## config.mk

```make
export PLATFORM = sky130hd
export DESIGN_NAME = spi_loader
export DESIGN_NICKNAME = d
export VERILOG_FILES = /design/src/rtl/spi_loader.sv
export SDC_FILE = /design/constraint.sdc
export NUM_CORES = 1
export LEC_CHECK = 0
export ABC_AREA = 1
export BUFFER_PORTS_ARGS = -buffer_cell sky130_fd_sc_hd__clkbuf_2
export CAP_MARGIN = 20
export CORE_UTILIZATION = 45
export CTS_CLUSTER_DIAMETER = 30
export DETAILED_ROUTE_END_ITERATION = 7
export GPL_TIMING_DRIVEN = 0
export PLACE_DENSITY = 0.62
export SETUP_SLACK_MARGIN = 0.2
export SLEW_MARGIN = 10
export SYNTH_ARGS = -nofsm -noshare
export SYNTH_HDL_FRONTEND = slang
export SYNTH_SLANG_ARGS = --single-unit
```

## constraint.sdc

```tcl
create_clock -name clk -period 2.6 [get_ports clk]
set_clock_uncertainty 0.1 [all_clocks]
set_input_delay 0.13 -clock clk [delete_from_list [all_inputs] [get_ports clk]]
set_output_delay 0.13 -clock clk [all_outputs]
set_load 0.005 [all_outputs]
```

## src/rtl/spi_loader.sv

```systemverilog
// spi_loader: SPI slave that receives 32-bit words (mode 0, MSB first) and writes them over AHB-Lite.
//   clk, reset                 system clock, synchronous active-high reset
//   spi_sck/spi_cs_n/spi_mosi  asynchronous SPI slave pins
//   spi_hready, spi_hrest      AHB transfer done / error response; spi_hrdata is ignored
//   spi_haddr/hwdata/hwrite/htrans/hsize/hburst/hprot/hmastlock  AHB-Lite master outputs
//   busy, err, overrun         transfer in flight / sticky bus error / sticky dropped word
//   word_count                 data words committed since reset
module spi_loader #(
    parameter int          SYNC_STAGES = 2,
    parameter logic [3:0]  HPROT_VAL   = 4'b0011
) (
    input  logic        clk,
    input  logic        reset,
    input  logic        spi_sck,
    input  logic        spi_cs_n,
    input  logic        spi_mosi,
    input  logic        spi_hready,
    input  logic        spi_hrest,
    input  logic [31:0] spi_hrdata,
    output logic [31:0] spi_haddr,
    output logic [31:0] spi_hwdata,
    output logic        spi_hwrite,
    output logic        spi_hmastlock,
    output logic [2:0]  spi_hsize,
    output logic [2:0]  spi_hburst,
    output logic [1:0]  spi_htrans,
    output logic [3:0]  spi_hprot,
    output logic        busy,
    output logic        err,
    output logic        overrun,
    output logic [15:0] word_count
);
    typedef enum logic [1:0] {IDLE, ADDR, DATA} state_t;

    logic [SYNC_STAGES-1:0] sck_sync_q, cs_sync_q, mosi_sync_q;
    logic        sck_prev_q;
    logic [4:0]  bit_cnt_q;
    logic [30:0] shift_q;
    logic        hdr_q;
    state_t      state_q;
    logic        pending_q;
    logic [31:0] hold_q, addr_q, haddr_q, hwdata_q;
    logic [1:0]  htrans_q;
    logic        hwrite_q, err_q, overrun_q;
    logic [15:0] word_count_q;
    logic        sck_s, cs_s, mosi_s, sck_rise, word_done, pending_clr;
    logic [31:0] word_d;
    logic        unused_hrdata;

    assign unused_hrdata = ^spi_hrdata;
    assign sck_s       = sck_sync_q[SYNC_STAGES-1];
    assign cs_s        = cs_sync_q[SYNC_STAGES-1];
    assign mosi_s      = mosi_sync_q[SYNC_STAGES-1];
    assign sck_rise    = sck_s & ~sck_prev_q;
    assign word_done   = ~cs_s & sck_rise & (bit_cnt_q == 5'd31);
    assign word_d      = {shift_q, mosi_s};
    // the holding register frees up on the same edge its word moves to hwdata
    assign pending_clr = (state_q == ADDR) & spi_hready;

    always_ff @(posedge clk) begin
        if (reset) begin
            sck_sync_q  <= '0;
            cs_sync_q   <= '1;
            mosi_sync_q <= '0;
            sck_prev_q  <= 1'b0;
        end else begin
            sck_sync_q  <= {sck_sync_q[SYNC_STAGES-2:0], spi_sck};
            cs_sync_q   <= {cs_sync_q[SYNC_STAGES-2:0], spi_cs_n};
            mosi_sync_q <= {mosi_sync_q[SYNC_STAGES-2:0], spi_mosi};
            sck_prev_q  <= sck_s;
        end
    end

    always_ff @(posedge clk) begin
        if (reset || cs_s) begin
            bit_cnt_q <= '0;
            hdr_q     <= 1'b0;
            shift_q   <= '0;
        end else if (sck_rise) begin
            shift_q   <= {shift_q[29:0], mosi_s};
            bit_cnt_q <= bit_cnt_q + 5'd1;
            if (bit_cnt_q == 5'd31)
                hdr_q <= 1'b1;
        end
    end

    always_ff @(posedge clk) begin
        if (reset) begin
            state_q      <= IDLE;
            pending_q    <= 1'b0;
            hold_q       <= '0;
            addr_q       <= '0;
            haddr_q      <= '0;
            hwdata_q     <= '0;
            htrans_q     <= 2'b00;
            hwrite_q     <= 1'b0;
            err_q        <= 1'b0;
            overrun_q    <= 1'b0;
            word_count_q <= '0;
        end else begin
            if (pending_clr)
                pending_q <= 1'b0;
            if (word_done && hdr_q) begin
                if (pending_q && !pending_clr)
                    overrun_q <= 1'b1;
                else begin
                    hold_q    <= word_d;
                    pending_q <= 1'b1;
                end
            end
            case (state_q)
                IDLE: if (pending_q) begin
                    state_q  <= ADDR;
                    htrans_q <= 2'b10;
                    hwrite_q <= 1'b1;
                    haddr_q  <= addr_q;
                end
                ADDR: if (spi_hready) begin
                    state_q  <= DATA;
                    htrans_q <= 2'b00;
                    hwrite_q <= 1'b0;
                    hwdata_q <= hold_q;
                end
                DATA: if (spi_hready) begin
                    state_q      <= IDLE;
                    word_count_q <= word_count_q + 16'd1;
                    addr_q       <= addr_q + 32'd4;
                    if (spi_hrest)
                        err_q <= 1'b1;
                end
                default: state_q <= IDLE;
            endcase
            // a new frame's start address overrides any concurrent increment
            if (word_done && !hdr_q)
                addr_q <= {word_d[31:2], 2'b00};
        end
    end

    assign spi_haddr     = haddr_q;
    assign spi_hwdata    = hwdata_q;
    assign spi_htrans    = htrans_q;
    assign spi_hwrite    = hwrite_q;
    assign spi_hmastlock = 1'b0;
    assign spi_hsize     = 3'b010;
    assign spi_hburst    = 3'b000;
    assign spi_hprot     = HPROT_VAL;
    assign busy          = (state_q != IDLE) | pending_q;
    assign err           = err_q;
    assign overrun       = overrun_q;
    assign word_count    = word_count_q;
endmodule

```

==> run summary, run 1 <==
================================================================================
Cell area after synthesis                                               8220 µm²
Met1 capacity usage during global routing                                  30.3%
Largest stage delay, worst path                                           360 ps
Proportion of layout cells with a drive suffix above 1                     16.7%
Cell variety after synth                                                      36
Total overflow reported by the global router                                   0
Clock tree from TritonCTS                                                  built
Endpoints failing hold                                                         0
Largest net degree at the start of global routing                             19
Max capacitance violation total                                                0
Dpl hpwl                                                                 15.5 mm
Library cell appearing most often on the critical path                   nand2_2
Global-route wire length before repair                                   33.1 mm
Total count of max-transition violations in the final report                   0
Area after DPL                                                          8990 µm²
Final Setup Violations                                                         0
Portion of total power attributed to combinational logic                    2.7%
Slew at the pin with the worst max-slew slack                             736 ps
Cell Chain, Critical Path                                           ha_1 > inv_1 > nor3_2 > ha_1 > nand2_2 > nor2_4 > nand2_2 > nand2_2 > inv_2 > buf_2 > nand3_1 > a21oi_1
Shortest period the worst path allows                                    2110 ps
Depth of the CTS H-tree                                                        4
Register area share after synthesis                                        46.3%
Placement Rows                                                                49
Mapped Avg Cell Area                                                    7.29 µm²
Cell with the biggest individual delay on the critical path              dfxtp_1
Critical path buffers and inverters                                            3
Start point of the worst min-delay path                                    reset
Most Crowded Layer GR                                                       met2
Number of nets in the layout                                                1295
Final Instance Area                                                     9630 µm²
Data arrival time of the critical path                                   2300 ps
Number of global-route vias before repair                                   6624
Global placement routability congestion                                    0.904
Portion of total power attributed to the clock network                     45.8%
Clock root buffer                                                      clkbuf_16
DP Cell Count                                                               1457
Chip Width                                                                137 µm
Final routed wirelength across all metal layers                          20.6 mm
Maximum operating frequency                                              475 MHz
Pleak                                                                    3.96 nW
Clock Sink Count                                                             190
Largest fanout on the critical path                                           10
Peak supply drop                                                          460 µV
Worst Setup End Kind                                                        flop
Die area                                                               18800 µm²
Layout-stage area growth over the synthesis result                         17.2%
Detailed-route vias per instance                                            4.90
Drt initial violations                                                       375
Internal Pwr Total                                                     0.00432 W
Boundary Pins                                                                136
DR WL/cell                                                               13.8 µm
Met2 Usage GRT                                                             37.4%
Switching power of the nets                                            0.00134 W
Kind of start point of the critical path                                    flop
Post-Route Setup TNS                                                        0 ps
Maximum root-to-sink buffer count                                              2
Power per cell area                                                   589 nW/µm²
Overall track demand over capacity in global routing                       23.0%
Non-filler cells in the finished layout                                     1494
Max-slew headroom                                                          51.0%
Final antenna-violating net count                                              0
Fraction of power spent switching nets                                     23.7%
Remaining DRCs                                                                 0
Type of the setup path with the least slack                              reg2reg
Critical path origin                                                bit_cnt_q[1]$_SDFFE_PP0N_
Number of standard cells after synthesis                                    1127
Number of antenna violations at the first check in global routing              0
Power share of the sequential group                                        51.5%
Part of the cycle the worst path needs                                     81.0%
Total clock buffers created by CTS                                            17
Vertical die dimension                                                    137 µm
DR pass1 iterations                                                            5
Clock network latency to the later pin of the worst-skew pair             430 ps
Vias post-DR                                                                7320
RSZ-0062 raised after global routing                                       false
Launch point of the worst reg-to-reg path                           bit_cnt_q[1]$_SDFFE_PP0N_
CP top delay family                                                 simple AND/OR/NAND/NOR gates
Synthesis Warnings                                                             0
Worst-path clk slew                                                        70 ps
Post-CTS Repair Setup Buffers                                                  0
Antenna Diode Count                                                            0
Quantity of I/O buffers inserted on ports                                     89
GR Util met3                                                               3.63%
Placeable Area                                                         17900 µm²
Outcome                                                                completed
Effective utilization at floorplan                                         45.9%
Synthesized flop and latch total                                             190
Overall power of the completed layout                                  0.00567 W
Min-Delay Path Class                                                      in2reg
Final design utilization                                                   53.8%
Worst endpoint required time                                             2800 ps
================================================================================
## repair_timing
item / in CTS / in global routing
resized for setup: 0 / 2
endpoints found under the setup margin: 0 / 1
hold buffers: 5 / 0
endpoints found under the hold margin: 6 / 0
## synthesized netlist by cell type (all sizes together)
cell | instances | area share (%)
nor3b | 1 | 0.091
clkinv | 1 | 0.061
nor2 | 147 | 8.3
clkbuf | 28 | 1.3
nor4 | 1 | 0.076
a21oi | 138 | 8.6
inv | 158 | 7.2
ha | 4 | 0.61
and3 | 1 | 0.076
nor3 | 10 | 0.67
dfxtp | 190 | 46
conb | 2 | 0.091
xor2 | 9 | 0.96
nand2 | 183 | 9.1
o21ai | 143 | 8.7
buf | 42 | 3.2
or2 | 3 | 0.23
nand4 | 4 | 0.30
o21bai | 1 | 0.091
nand3 | 57 | 3.7
and2 | 1 | 0.076
xnor2 | 3 | 0.32
## placed cells by master, fill, tap and decap left out, types with 4 or more instances in the layout
cell	count
clkbuf_2	90
conb_1	14
nor2_4	12
ha_1	4
buf_2	15
xor2_1	9
clkbuf_1	28
dlygate4sd3_1	5
o21ai_0	134
inv_2	9
a21oi_2	4
buf_4	17
nand3_1	54
o21ai_1	9
nand4_1	4
dfxtp_1	190
a21oi_1	134
inv_6	5
clkbuf_16	17
nor3_1	8
buf_1	6
nand2_2	11
nand2_1	168
nand2_4	4
inv_1	149
nor2_1	130
## state kept, by name, summed over array words and instances, names as in the netlist
| name | flops |
|---|---|
| hold_q | 32 |
| spi_hwdata | 32 |
| shift_q | 31 |
| addr_q | 30 |
| spi_haddr | 30 |
| word_count | 16 |
| bit_cnt_q | 5 |
| cs_sync_q | 2 |
| mosi_sync_q | 2 |
| sck_sync_q | 2 |
| state_q | 2 |
| err | 1 |
| hdr_q | 1 |
| overrun | 1 |
| pending_q | 1 |
| sck_prev_q | 1 |
| spi_htrans | 1 |
## per-layer routing
| metal | part of all wire (%) | vias to the layer above |
|---|---|---|
| met3 | 3.8 | 28 |
| met5 | 0 | - |
| met1 | 47 | 3352 |
| met2 | 47 | 139 |
| li1 | - | 3801 |
| met4 | 2.3 | 0 |
## cell families (layout without fill, tap and decap cells)
| family | after synthesis | after routing | synth area share [%] |
|---|---|---|---|
| compound gates | 282 | 282 | 17.4 |
| other cells | 2 | 14 | 0.0914 |
| simple gates | 408 | 408 | 22.5 |
| flops | 190 | 190 | 46.3 |
| fa+ha+maj | 4 | 4 | 0.609 |
| buf+inv | 229 | 355 | 11.8 |
| xor+xnor | 12 | 12 | 1.28 |
## through the flow
stage          worst slack (ps)  hold slack [ps]
2_1_floorplan               770              134
6_report                    494             58.0
3_3_place_gp                476              231
5_1_grt                     294              115
4_1_cts                     452             49.9
3_5_place_dp                457              227
## power groups by stage
| stage | Sequential [W] | Combinational [W] | Clock [W] |
|---|---|---|---|
| after floorplan | 0.00299 | 0.000101 | 0 |
| after global placement | 0.00299 | 0.000146 | 0 |
| after detailed placement | 0.00299 | 0.000147 | 0 |
| after CTS | 0.00292 | 0.000154 | 0.00263 |
| after global routing | 0.00292 | 0.000176 | 0.00277 |
| final | 0.00292 | 0.000153 | 0.00259 |
## area by class of cell
class / instances / area [µm²]
inverter: 159 / 598
buffer: 70 / 373
multi-input combinational: 720 / 3490
clock buffer: 18 / 429
fill: 1798 / 8280
clock inverter: 14 / 148
tap: 229 / 287
timing repair buffer: 94 / 495
sequential: 190 / 3800
## tightest hold or removal path: stages
cell	delay [ps]
clkbuf_2	150
nor2_1	130
o21ai_0	90
a21oi_1	40
## final timing paths
path	end	slack, ps	cells past startpoint
setup reg to reg	addr_q[22]$_SDFFE_PP0P_	490	12
setup / recovery	addr_q[22]$_SDFFE_PP0P_	490	12
hold reg to reg	mosi_sync_q[1]$_SDFF_PP0_	320	2
hold / removal	shift_q[2]$_SDFFE_PP0N_	60	4
Power figures use the tool's default switching activity.
==> run 2, diff against run 1 <==
--- a/config.mk
+++ b/config.mk
@@ -5,14 +5,14 @@
 export SDC_FILE = /design/constraint.sdc
 export NUM_CORES = 1
 export LEC_CHECK = 0
-export ABC_AREA = 1
+export ABC_AREA = 0
 export BUFFER_PORTS_ARGS = -buffer_cell sky130_fd_sc_hd__clkbuf_2
 export CAP_MARGIN = 20
 export CORE_UTILIZATION = 45
 export CTS_CLUSTER_DIAMETER = 30
 export DETAILED_ROUTE_END_ITERATION = 7
 export GPL_TIMING_DRIVEN = 0
-export PLACE_DENSITY = 0.62
+export PLACE_DENSITY = 0.63
 export SETUP_SLACK_MARGIN = 0.2
 export SLEW_MARGIN = 10
 export SYNTH_ARGS = -nofsm -noshare
==> constraint.sdc (replaced) <==
create_clock -name clk -period 2.1 [get_ports clk]
set_clock_uncertainty 0.1 [all_clocks]
set_input_delay 0.105 -clock clk [delete_from_list [all_inputs] [get_ports clk]]
set_output_delay 0.105 -clock clk [all_outputs]
set_load 0.005 [all_outputs]
==> run 2 against run 1 <==
Die area down 9.0%. Total power up 26%. First-iteration DRC count is 9.3% higher. Routed wire length decreased by 10%. Final area fell by 0.49%. Fmax grew 2.8%. Utilization up 5.9 points. Area after synthesis shrank 9.1%. Sequential share of layout area grew 0.38 points. Combinational power decreased by 5%. Via count is 12% lower. Hold slack improved by 240 ps. Largest power group unchanged. Highest routed layer unchanged.
==> run summary, run 2 <==
=====================================================================================================
Peak supply drop                                                                               615 µV   +34%
Total count of max-transition violations in the final report                                        0   unchanged
Slew at the pin with the worst max-slew slack                                                  688 ps   -47.4 ps
Maximum operating frequency                                                                   488 MHz   +2.8%
Cell types with the highest counts after synthesis                                       nand2_1, dfxtp_1, a21oi_1, nor2_1, clkbuf_1
Synthesized flop and latch total                                                                  190   unchanged
Portion of total power attributed to the clock network                                          47.3%   +1.5 points
Mapped Avg Cell Area                                                                         8.29 µm²   +14%
Largest area contributor in the synthesized netlist                                           dfxtp_1
Critical path origin                                                                     bit_cnt_q[1]$_SDFFE_PP0N_
Shortest period the worst path allows                                                         2050 ps   -57.9 ps
Number of standard cells after synthesis                                                          901   -20%
Pleak                                                                                         3.57 nW   -9.7%
Final Setup Violations                                                                              0   unchanged
Async SR Flop Fraction                                                                             0%   unchanged
Dpl hpwl                                                                                      12.9 mm   -16%
Xor/xnor cell area share of the yosys netlist                                                   5.40%   +4.1 points
DR WL/cell                                                                                    14.6 µm   +5.8%
Final routed wirelength across all metal layers                                               18.5 mm   -10%
Effective utilization at floorplan                                                              46.5%   +0.61 points
Smallest setup slack after layout                                                             52.2 ps   -442 ps
Synth Area in Simple Gates                                                                      24.3%   +1.8 points
Destination of the worst register-to-register timing path                                addr_q[16]$_SDFFE_PP0P_
Final antenna-violating net count                                                                   0   unchanged
Type of the setup path with the least slack                                                   reg2reg
Most frequent cells in the layout                                                        nand2_1, dfxtp_1, a21oi_1
Worst-path clk slew                                                                             70 ps   about the same
Vias post-DR                                                                                     6439   -12%
Max capacitance violation total                                                                     0   unchanged
Vertical die dimension                                                                         131 µm   -4.6%
Detailed-route vias per instance                                                                 5.07   +3.4%
Largest fanout on the critical path                                                                10   unchanged
Placement Rows                                                                                     46   -6.1%
Clock Sink Count                                                                                  190   unchanged
Drt initial violations                                                                            410   +9.3%
Commonest non-fill, non-tap cell in the layout                                                nand2_1
Kind of start point of the critical path                                                         flop
Cell area after synthesis                                                                    7470 µm²   -9.1%
Cell variety after synth                                                                           46   +28%
Overall track demand over capacity in global routing                                            21.9%   -1.1 points
Clock root buffer                                                                           clkbuf_16
Layout-stage area growth over the synthesis result                                              28.3%
Fraction of the mapped netlist area in compound gates                                           12.7%   -4.7 points
Largest net degree at the start of global routing                                                  17   -2
Leading cell type by number of instances after synthesis                                      nand2_1
Setup slack after placement                                                                   -429 ps   -886 ps
Min-Delay Path Class                                                                           in2reg
Count of cells along the worst register-to-register path                                            8   -4
Endpoints failing hold                                                                              0   unchanged
Portion of synthesized cell area occupied by the leading cell type                              50.9%   +4.6 points
Quantity of I/O buffers inserted on ports                                                          88   -1.1%
Chip Width                                                                                     131 µm   -4.6%
Portion of total power attributed to combinational logic                                         2.1%   -0.6 points
Overall power of the completed layout                                                       0.00712 W   +26%
Worst Setup End Kind                                                                             flop
Antenna Diode Count                                                                                 0   unchanged
Die area                                                                                    17100 µm²   -9.0%
RSZ-0062 raised after global routing                                                             true
Switching power of the nets                                                                 0.00152 W   +13%
Internal Pwr Total                                                                          0.00559 W   +29%
Global placement routability congestion                                                         0.831   -8.1%
Boundary Pins                                                                                     136   unchanged
Multiplexer fraction of the synthesized cell area                                              0.402%   +0.40 points
Fraction of power spent switching nets                                                          21.4%   -2.3 points
Clock network latency to the later pin of the worst-skew pair                                  440 ps   about the same
Largest family of logic cells by synthesized area                                        simple AND/OR/NAND/NOR gates
Number of antenna violations at the first check in global routing                                   0   unchanged
Clock tree from TritonCTS                                                                       built
Count of flip-flops with a built-in enable after synthesis                                          0   unchanged
Worst reg-to-reg setup slack                                                                    50 ps   -440 ps
Power per cell area                                                                        743 nW/µm²   +26%
Top FF cell, synth                                                                            dfxtp_1
Maximum root-to-sink buffer count                                                                   2   unchanged
Part of the cycle the worst path needs                                                          97.5%   +17 points
Number of global-route vias before repair                                                        5526   -17%
Worst endpoint required time                                                                  2330 ps   -470 ps
End of the critical path                                                                 addr_q[16]$_SDFFE_PP0P_
Total clock buffers created by CTS                                                                 17   unchanged
Max-slew headroom                                                                               54.1%   +3.2 points
Proportion of layout cells with a drive suffix above 1                                          25.7%   +9.0 points
Outcome                                                                                     completed
Remaining DRCs                                                                                      0   unchanged
Placeable Area                                                                              16100 µm²   -10%
Post-synthesis share of cell area spent on full adders, half adders and majority gates         0.670%   +0.061 points
Data arrival time of the critical path                                                        2280 ps   -20 ps
Synthesis Warnings                                                                                  0   unchanged
Global-route wire length before repair                                                        28.4 mm   -14%
Power share of the sequential group                                                             50.7%   -0.8 points
Launch point of the worst reg-to-reg path                                                bit_cnt_q[1]$_SDFFE_PP0N_
Register area share after synthesis                                                             50.9%   +4.6 points
DR pass1 iterations                                                                                 7   +2
Total overflow reported by the global router                                                        0   unchanged
Number of nets in the layout                                                                     1085   -16%
Synth area leaders                                                                       dfxtp_1, nand2_1, a21oi_1
Number of fillers in the final layout                                                            1523   -15%
Depth of the CTS H-tree                                                                             4   unchanged
=====================================================================================================
==> run 2: cell count changes after synthesis, sizes merged, moves of 6 or more <==
cell / previous run / this run
a211oi: 0 / 27
and3: 1 / 8
buf: 42 / 21
clkbuf: 28 / 56
inv: 158 / 2
nand2: 183 / 280
nand3: 57 / 14
nand4: 4 / 12
nor2: 147 / 56
nor2b: 0 / 7
nor4: 1 / 7
o21ai: 143 / 1
xnor2: 3 / 19
xor2: 9 / 27
==> run 2: layout make-up <==
type,count,area [µm²],area share (%)
tap,216,270,2.82
sequential,190,3820,39.9
clock buffer,20,457,4.77
multi-input combinational,644,3690,38.5
buffer,77,526,5.49
clock inverter,12,158,1.65
inverter,2,7.51,0.0784
timing repair buffer,110,654,6.83
==> run 2: cell families (layout without fill, tap and decap cells) <==
group | count (synthesis) | after routing
other | 2 | 14
flip-flops | 190 | 190
buffers and inverters | 79 | 221
XOR/XNOR | 46 | 46
AO/OA/AOI/OAI | 167 | 167
multiplexers | 3 | 3
AND/OR/NAND/NOR | 410 | 410
adder cells (fa/ha/maj) | 4 | 4
==> run 2: how the worst min path moves through the flow <==
stage	depth (start not counted)	slack, ps	startpoint	end
after floorplan	1	110	spi_cs_n	cs_sync_q[0]$_SDFF_PP1_
after global placement	2	190	spi_cs_n	cs_sync_q[0]$_SDFF_PP1_
after detailed placement	2	190	spi_cs_n	cs_sync_q[0]$_SDFF_PP1_
after CTS	3	270	spi_cs_n	cs_sync_q[0]$_SDFF_PP1_
after global routing	3	300	spi_cs_n	cs_sync_q[0]$_SDFF_PP1_
final	3	290	spi_cs_n	cs_sync_q[0]$_SDFF_PP1_
==> run 2: routing by layer <==
layer / routed length (µm) / share of wire (%) / up-vias / global-route usage [%]
met2: 8470 / 46 / 138 / 34.3
met5: 0 / 0 / - / 0
met1: 8820 / 48 / 3038 / 29.4
met4: 411 / 2.2 / 0 / 9.13
met3: 807 / 4.4 / 26 / 4.36
li1: - / - / 3237 / -
==> run 2: critical path, cell delays in order, from the launching register on <==
cell      delay [ps]
dfxtp_2          350
ha_4             130
and3_4           190
ha_4             130
or4b_4           480
buf_8            170
buf_12           160
nor2_4           150
a211oi_1          70
==> run 2: metrics by stage <==
stage	utilization, %	area, µm²	hold slack (ps)	setup TNS (ps)	instances
after floorplan	-	7630	109	0	913
after global placement	51.9	8340	189	-9250	1217
after detailed placement	51.9	8340	193	-11310	1217
after CTS	58.0	9310	273	0	1266
after global routing	59.7	9580	301	0	1271
final	59.7	9580	293	0	1271
==> run 2: power by group through the flow <==
stage          Sequential (W)  Clock, W  Combinational, W
3_5_place_dp          0.00369         0          0.000133
6_report              0.00361   0.00336          0.000146
3_3_place_gp          0.00369         0          0.000133
4_1_cts               0.00361   0.00341          0.000142
5_1_grt               0.00360   0.00355          0.000161
2_1_floorplan         0.00369         0         0.0000959
==> run 2: timing repair <==
item,in CTS,in global routing
gates resized for setup,65,79
endpoints found under the hold margin,19,0
pin swaps,5,19
buffers inserted,10,3
hold buffers,7,0
gates cloned,0,2
setup endpoints to repair,86,115
==> run 3, diff against run 2 <==
==> constraint.sdc (replaced) <==
create_clock -name clk -period 1.9 [get_ports clk]
set_clock_uncertainty 0.1 [all_clocks]
set_input_delay 0.095 -clock clk [delete_from_list [all_inputs] [get_ports clk]]
set_output_delay 0.095 -clock clk [all_outputs]
set_load 0.005 [all_outputs]
==> run 3 against run 2 <==
The run now ends with setup timing left. Fmax rose by 1.3%. Die area did not move. Highest routed layer unchanged. Flip-flop and latch count did not move. Register-to-register slack got worse by 170 ps. Final cell count rose by 0.55%. Via count fell by 0.84%. Final area rose by 3.2%. Non-clock buffer count rose by 8. Count of clock-buffer cells in the layout rose by 1. Hold slack got worse by 280 ps. Worst setup slack got worse by 170 ps. Utilization rose by 1.9 points.
==> run summary, run 3 (synthesis results as in run 2) <==
================================================================================
Cell Chain, Critical Path                                           ha_4 > and3_4 > ha_4 > or4b_4 > buf_12 > buf_12 > nor2_4 > a211oi_2
Global placement routability congestion                                    0.836   +0.61%
Dpl hpwl                                                                 13.1 mm   +1.2%
RSZ-0062 raised after global routing                                        true
Depth of the CTS H-tree                                                        4   unchanged
Clock tree from TritonCTS                                                  built
Commonest non-fill, non-tap cell in the layout                           nand2_1
Largest net degree at the start of global routing                             17   unchanged
Max capacitance violation total                                                0   unchanged
Most frequent cells in the layout                                   nand2_1, dfxtp_1, a21oi_1
Endpoints failing hold                                                         0   unchanged
Clock network latency to the later pin of the worst-skew pair             430 ps   about the same
Placement Rows                                                                46   unchanged
Kind of start point of the critical path                                    flop
Data arrival time of the critical path                                   2240 ps   -40 ps
Final routed wirelength across all metal layers                          18.8 mm   +1.6%
Overall track demand over capacity in global routing                       22.6%   +0.73 points
Power per cell area                                                   766 nW/µm²   +3.1%
Shortest period the worst path allows                                    2020 ps   -26.1 ps
Placeable Area                                                         16100 µm²   unchanged
Remaining DRCs                                                                 0   unchanged
Vias post-DR                                                                6385   -0.84%
Effective utilization at floorplan                                         46.5%   unchanged
Setup slack after placement                                              -197 ps   +232 ps
Antenna Diode Count                                                            0   unchanged
Final Setup Violations                                                        60   +60
Peak supply drop                                                          641 µV   +4.3%
Maximum operating frequency                                              495 MHz   +1.3%
Layout-stage area growth over the synthesis result                         32.4%
Die area                                                               17100 µm²   unchanged
DR WL/cell                                                               14.7 µm   +1.1%
Violations in the final reports                                     setup timing
Smallest setup slack after layout                                        -122 ps   -174 ps
Outcome                                                             complete, but fails checks
Clock Sink Count                                                             190   unchanged
Worst hold slack after final layout                                      11.0 ps   -282 ps
Max-slew headroom                                                          55.8%   +1.7 points
Worst Setup End Kind                                                        flop
Type of the setup path with the least slack                              reg2reg
Worst endpoint required time                                             2120 ps   -210 ps
Quantity of I/O buffers inserted on ports                                     88   unchanged
Slew at the pin with the worst max-slew slack                             663 ps   -24.8 ps
Maximum root-to-sink buffer count                                              2   unchanged
Total overflow reported by the global router                                   0   unchanged
Part of the cycle the worst path needs                                      106%   +8.9 points
Drt initial violations                                                       325   -21%
DR pass1 iterations                                                            4   -3
Largest stage delay, worst path                                           490 ps   about the same
Worst-path clk slew                                                        70 ps   about the same
Proportion of layout cells with a drive suffix above 1                     30.7%   +5.0 points
Vertical die dimension                                                    131 µm   unchanged
Total count of max-transition violations in the final report                   0   unchanged
Number of antenna violations at the first check in global routing              0   unchanged
Min-Delay Path Class                                                      in2reg
Number of nets in the layout                                                1093   +0.74%
Final antenna-violating net count                                              0   unchanged
Total clock buffers created by CTS                                            17   unchanged
Pleak                                                                    3.92 nW   +9.6%
Detailed-route vias per instance                                            5.00   -1.4%
Clock root buffer                                                      clkbuf_16
Largest fanout on the critical path                                            9   -1
Boundary Pins                                                                136   unchanged
Global-route wire length before repair                                   29.4 mm   +3.4%
Cell with the biggest individual delay on the critical path               or4b_4
Chip Width                                                                131 µm   unchanged
Number of global-route vias before repair                                   5687   +2.9%
================================================================================
## run 3: metal layers
metal	routed length, µm	track usage, %	up-vias
met2	8950	37.0	123
met5	0	0	-
met3	716	4.07	16
li1	-	-	3261
met4	278	7.37	0
met1	8860	30.1	2985
## run 3: cell type report
type | instances | area [µm²]
multi-input cells | 644 | 3850
inverters | 2 | 7.51
clock inverters | 10 | 88.8
repair buffers | 118 | 754
fillers | 1463 | 6170
flip-flops and latches | 190 | 3830
clock buffers | 21 | 470
well taps | 216 | 270
plain buffers | 77 | 618
## run 3: repair_timing
action / CTS / global route
endpoints found under the hold margin: 17 / 0
hold buffers: 7 / 0
setup endpoints to repair: 133 / 152
gates cloned: 3 / 1
pin swaps: 23 / 30
buffers inserted: 17 / 2
resized for setup: 109 / 76
## run 3: final timing paths
path	start	to	slack [ps]	depth (start not counted)
worst min-delay path	reset	addr_q[24]$_SDFFE_PP0P_	10	3
worst min register to register	cs_sync_q[0]$_SDFF_PP1_	cs_sync_q[1]$_SDFF_PP1_	310	1
worst max register to register	bit_cnt_q[0]$_SDFFE_PP0N_	addr_q[16]$_SDFFE_PP0P_	-120	8
worst max-delay path	bit_cnt_q[0]$_SDFFE_PP0N_	addr_q[16]$_SDFFE_PP0P_	-120	8
## run 3: per-stage QoR
stage                     util [%]  instances  TNS (ps)  power [W]  instance area (µm²)
after detailed placement      52.7       1217     -4670    0.00423                 8460
after CTS                     60.3       1275     -5090    0.00761                 9680
after floorplan                  -        913         0    0.00419                 7750
after global routing          61.6       1278    -10140    0.00779                 9890
after global placement        52.7       1217     -4420    0.00423                 8460
final                         61.6       1278     -4550    0.00757                 9890
## run 3: power breakdown
part | switching, W | leakage [nW] | internal, W | total (W)
Clock | 0.00152 | 0.275 | 0.00190 | 0.00342
Combinational | 0.000114 | 2.10 | 0.0000540 | 0.000168
Sequential | 0.00000275 | 1.54 | 0.00398 | 0.00399
Total | 0.00164 | 3.92 | 0.00593 | 0.00757
## run 3: worst max-delay path: cells and delay by family (launching register included)
family          cells  cell delay [ps]
compound gates      1               60
fa+ha+maj           2              250
buf+inv             2              310
flops               1              350
simple gates        3              810
